==> config.mk <==
export PLATFORM = sky130hd
export DESIGN_NAME = intersection_controller
export DESIGN_NICKNAME = d
export VERILOG_FILES = /design/src/rtl/intersection_controller.sv
export SDC_FILE = /design/constraint.sdc
export NUM_CORES = 1
export LEC_CHECK = 0
export CORE_MARGIN = 2
export CORE_UTILIZATION = 30
export DETAILED_ROUTE_END_ITERATION = 16
export SLEW_MARGIN = 10
export SYNTH_ARGS = -nofsm -noshare
export SYNTH_HDL_FRONTEND = slang
export SYNTH_SLANG_ARGS = --single-unit
==> constraint.sdc <==
create_clock -name clk -period 2.3 [get_ports clk]
set_input_delay 0.23 -clock clk [delete_from_list [all_inputs] [get_ports clk]]
set_output_delay 0.23 -clock clk [all_outputs]
set_load 0.05 [all_outputs]
==> src/rtl/intersection_controller.sv <==
// Two-road intersection controller: rests in main green, serves the side
// street on a vehicle request or a latched pedestrian request, and enforces
// minimum green, fixed yellow and all-red clearance intervals.
module intersection_controller #(
  parameter int unsigned GREEN_MIN = 10,
  parameter int unsigned YELLOW_T  = 3,
  parameter int unsigned ALLRED_T  = 2,
  parameter int unsigned SIDE_T    = 6,
  parameter int unsigned CNT_W     = 8
) (
  input  logic       clk,
  input  logic       reset_n,
  input  logic       side_req,
  input  logic       ped_req,
  output logic [2:0] main_light,
  output logic [2:0] side_light,
  output logic       walk,
  output logic [2:0] phase
);

  typedef enum logic [2:0] {
    MAIN_GREEN  = 3'd0,
    MAIN_YELLOW = 3'd1,
    ALLRED_1    = 3'd2,
    SIDE_GREEN  = 3'd3,
    SIDE_YELLOW = 3'd4,
    ALLRED_2    = 3'd5
  } state_e;

  localparam logic [2:0] RED    = 3'b100;
  localparam logic [2:0] YELLOW = 3'b010;
  localparam logic [2:0] GREEN  = 3'b001;

  // Timer reload values: a state of duration D loads D-1 on entry.
  localparam logic [CNT_W-1:0] GREEN_LD  = CNT_W'(GREEN_MIN - 1);
  localparam logic [CNT_W-1:0] YELLOW_LD = CNT_W'(YELLOW_T - 1);
  localparam logic [CNT_W-1:0] ALLRED_LD = CNT_W'(ALLRED_T - 1);
  localparam logic [CNT_W-1:0] SIDE_LD   = CNT_W'(SIDE_T - 1);

  state_e           state_q, state_d;
  logic [CNT_W-1:0] timer_q, timer_d;
  logic             ped_pending_q, ped_pending_d;
  logic             walk_active_q, walk_active_d;
  logic             timer_zero;

  assign timer_zero = (timer_q == '0);

  // Next-state, timer and pedestrian-latch logic.
  always_comb begin
    state_d       = state_q;
    timer_d       = timer_zero ? '0 : timer_q - CNT_W'(1);
    ped_pending_d = ped_pending_q;
    walk_active_d = walk_active_q;
    case (state_q)
      MAIN_GREEN: begin
        if (timer_zero && (side_req || ped_pending_q)) begin
          state_d = MAIN_YELLOW;
          timer_d = YELLOW_LD;
        end
      end
      MAIN_YELLOW: begin
        if (timer_zero) begin
          state_d = ALLRED_1;
          timer_d = ALLRED_LD;
        end
      end
      ALLRED_1: begin
        if (timer_zero) begin
          state_d       = SIDE_GREEN;
          timer_d       = SIDE_LD;
          ped_pending_d = 1'b0;
          walk_active_d = ped_pending_q;
        end
      end
      SIDE_GREEN: begin
        if (timer_zero) begin
          state_d       = SIDE_YELLOW;
          timer_d       = YELLOW_LD;
          walk_active_d = 1'b0;
        end
      end
      SIDE_YELLOW: begin
        if (timer_zero) begin
          state_d = ALLRED_2;
          timer_d = ALLRED_LD;
        end
      end
      ALLRED_2: begin
        if (timer_zero) begin
          state_d = MAIN_GREEN;
          timer_d = GREEN_LD;
        end
      end
      default: begin
        state_d       = ALLRED_2;
        timer_d       = ALLRED_LD;
        walk_active_d = 1'b0;
      end
    endcase
    // A new press wins over the clear at service start, so it is kept for the next service.
    if (ped_req) ped_pending_d = 1'b1;
  end

  // State registers with asynchronous active-low reset into ALLRED_2.
  always_ff @(posedge clk or negedge reset_n) begin
    if (!reset_n) begin
      state_q       <= ALLRED_2;
      timer_q       <= ALLRED_LD;
      ped_pending_q <= 1'b0;
      walk_active_q <= 1'b0;
    end else begin
      state_q       <= state_d;
      timer_q       <= timer_d;
      ped_pending_q <= ped_pending_d;
      walk_active_q <= walk_active_d;
    end
  end

  // Light heads, walk and phase decoded from the registered state.
  always_comb begin
    main_light = RED;
    side_light = RED;
    walk       = 1'b0;
    phase      = state_q;
    case (state_q)
      MAIN_GREEN:  main_light = GREEN;
      MAIN_YELLOW: main_light = YELLOW;
      SIDE_GREEN: begin
        side_light = GREEN;
        walk       = walk_active_q;
      end
      SIDE_YELLOW: side_light = YELLOW;
      default: begin
        main_light = RED;
        side_light = RED;
      end
    endcase
  end

endmodule

==> results.yml <==
outcome:
  outcome: "finished, final reports clean"
power:
  p_leak_nw: 0.425
  pwr-share-seq: 0.335
  peakVddDrop_uv: 870
  p_comb_frac: 0.557
  p_int_mw: 0.679
  pwr-share-clk: 0.108
  power.switching_mw: 0.678
  swShare: 0.499
  total_power_mw: 1.36
  power_density_nw_per_um2: 1460
critical_path:
  reg2reg_slack_ps: 240
  cp_top_family: "buffers and inverters"
  max_stage_delay_ps: 810
  critPathLaunchType: "flop"
  reg2reg_to: "walk_active_q"
  end_kind: "output pin"
  critical_path_required_ps: 2070
  critPathBufInv: 2
  critPathMaxFanout: 11
  crit_slowest_cell: "clkdlybuf4s50_1"
  cp_data_arrival_time_ps: 1920
  rr_worst_depth: 4
  crit_chain: "nor2_1 -> inv_1 -> clkdlybuf4s50_1"
  crit_type: "flop to output pin"
  r2r_start: "timer_q[2]"
clocking:
  cts_buffers: 3
  post-cts-setup-buffers: 0
  path_clk_slew_ps: 80
  cts.path.max_buffers: 2
  clockRootBuffer: "clkbuf_4"
  postCtsHoldBufs: 0
  htree_levels: 1
  clock_latency_ps: 280
  cts_tree: "done"
  cts.sinks: 13
  post_cts_resized: 0
routing:
  drc: 0
  routed_via_density: 4.94
  dr.pass1.iters: 4
  wl_mm: 1.66
  drtIter0Drc: 7
  wl_per_cell_um: 13.1
  drtAntennaViolNets: 0
  num_vias: 627
sta:
  finClkSkew_ps: 2.59
  setup_viol: 0
  fin_crit_sh: 0.935
  fmax_mhz: 465
  hold_violations: 0
  finalCriticalPeriod_ps: 2150
  hold_slack_ps: 323
  worst_slew_pin_slew_ps: 600
  slew_viol_final: 0
  fin_setup_tns_ps: 0
  rsz0062_at_grt: "no"
  maxSlewHeadroom: 0.599
global_routing:
  antenna_found_initial: 0
  grt_use_total: 0.142
  grt_max_degree: 14
  grt_pass1_vias: 638
  grt.overflow.total: 0
  grt_pass1_wl_mm: 2.90
logic_synthesis:
  synth_seq_area_share: 0.448
  synthXorXnorAreaFrac: 0.0477
  synth_top_family_by_area: "simple AND/OR/NAND/NOR gates"
  syn_nets: 90
  yosys_register_bits: 13
  synth-compound-area-share: 0.141
  synth_cell_types: 30
  synthMuxAreaShare: 0.0290
  netlist_instances: 84
  synth-adder-area-share: 0.0341
  yosys.area_share.simple: 0.242
  synth_area_um2: 734
  avgSynthCellArea_um2: 8.74
  yosysWarnings: 0
floorplanning:
  fp.dieH_um: 53.5
  num_rows: 17
  fp.dieArea_um2: 2860
  core_region_area_um2: 2250
  die_x_um: 53.5
  start_util: 0.326
  io_pins: 14
cells_and_area:
  fin_nets: 106
  fillers: 238
  area_growth_pct: 26.2
  num_antenna_cells: 0
  instances_no_fill: 127
  drive_gt1_frac: 0.172
place:
  dp_cells: 123
  place_hpwl_mm: 1.23
  gp_congestion: 0.812
  portBuffers: 13
job:
  cap_violations: 0
hold_path:
  worst_hold_path_type: "input pin to async pin"
-- layout by cell type, fill, tap and decap left out --
cell type,n
nand2_1,8
dfstp_2,3
o21ai_0,3
or3_1,2
clkdlybuf4s50_1,8
mux2i_1,1
nor3_2,1
xor2_1,3
nand3_1,2
a2111oi_0,1
or4_4,1
nor2_1,13
a211o_1,2
and3_1,2
ha_1,2
a21o_1,1
nor3_1,3
o211ai_1,2
o2bb2a_1,1
inv_1,8
mux2_2,1
or2_2,1
clkbuf_1,1
dfrtp_1,10
o21ai_1,1
nor2b_1,1
buf_4,5
nor2_2,1
xnor2_1,1
a311o_1,1
nor3_4,1
dlymetal6s2s_1,1
nand2b_1,1
clkbuf_4,3
a21oi_1,3
-- state kept, by name (all words and copies together), names as in the netlist, named ones only --
register / cells
timer_q: 8
phase: 2
walk_active_q: 1
ped_pending_q: 1
-- worst max path at each step --
stage	from	to	slack, ps	cells past startpoint
after CTS	phase[0]	main_light[1]	80	3
final	flop	main_light[2]	150	3
after global placement	timer_q[2]	walk_active_q	320	4
after global routing	flop	main_light[2]	60	3
after floorplan	flop	side_light[2]	60	4
after detailed placement	timer_q[2]	walk_active_q	260	4
-- synth_stat cells (all sizes together) --
| library cell | instances | share of area |
|---|---|---|
| nor2 | 14 | 0.072 |
| dfrtp | 10 | 0.34 |
| inv | 8 | 0.041 |
| nand2 | 8 | 0.041 |
| nor3 | 5 | 0.041 |
| o21ai | 4 | 0.027 |
| a21oi | 3 | 0.020 |
| dfstp | 3 | 0.11 |
| xor2 | 3 | 0.036 |
| a211o | 2 | 0.024 |
| and3 | 2 | 0.017 |
| clkbuf | 2 | 0.010 |
| ha | 2 | 0.034 |
| nand3 | 2 | 0.014 |
| o211ai | 2 | 0.020 |
| or3 | 2 | 0.017 |
| a2111oi | 1 | 0.012 |
| a21o | 1 | 0.010 |
| a311o | 1 | 0.014 |
| buf | 1 | 0.0068 |
| mux2 | 1 | 0.015 |
| mux2i | 1 | 0.014 |
| nand2b | 1 | 0.0085 |
| nor2b | 1 | 0.0085 |
| o2bb2a | 1 | 0.014 |
| or2 | 1 | 0.0085 |
| or4 | 1 | 0.015 |
| xnor2 | 1 | 0.012 |
-- layer usage --
layer,part of all wire,GRT usage
met1,0.50,0.183
met4,0.0090,0.0299
met5,0,0
met2,0.44,0.226
met3,0.051,0.0508
-- area by class of cell --
class,instances,area [um^2],area share
Multi-Input combinational cell,60,377,0.406
Sequential cell,13,329,0.355
Timing Repair Buffer,14,130,0.140
Tap cell,28,35.0,0.0378
Inverter,8,30.0,0.0324
Clock buffer,4,26.3,0.0283
-- logic make-up after synthesis --
kind of cell,count (synthesis)
simple gates,37
compound gates,15
flops,13
buf+inv,11
xor+xnor,4
mux,2
fa+ha+maj,2
-- worst reg2reg max path, stage by stage (launching register included) --
cell and delay, ps:
dfrtp_1 430, or4_4 580, or3_1 470, and3_1 230
a211o_1 260
-- metrics by stage --
| step | util | cell area (um^2) | worst slack [ps] |
|---|---|---|---|
| CTS | 0.410 | 925 | 81.5 |
| detailed placement | 0.398 | 898 | 262 |
| floorplan | - | 748 | 56.9 |
| global placement | 0.398 | 898 | 316 |
| global route | 0.411 | 927 | 56.6 |
| finish | 0.411 | 927 | 150 |
-- power by group through the flow --
stage / combinational [mW] / sequential (mW) / clock [mW]
global route: 0.826 / 0.472 / 0.166
detailed placement: 0.753 / 0.462 / 0
global placement: 0.745 / 0.454 / 0
CTS: 0.761 / 0.455 / 0.152
floorplan: 0.539 / 0.462 / 0
finish: 0.755 / 0.455 / 0.147
(Power assumes the default switching activity.)
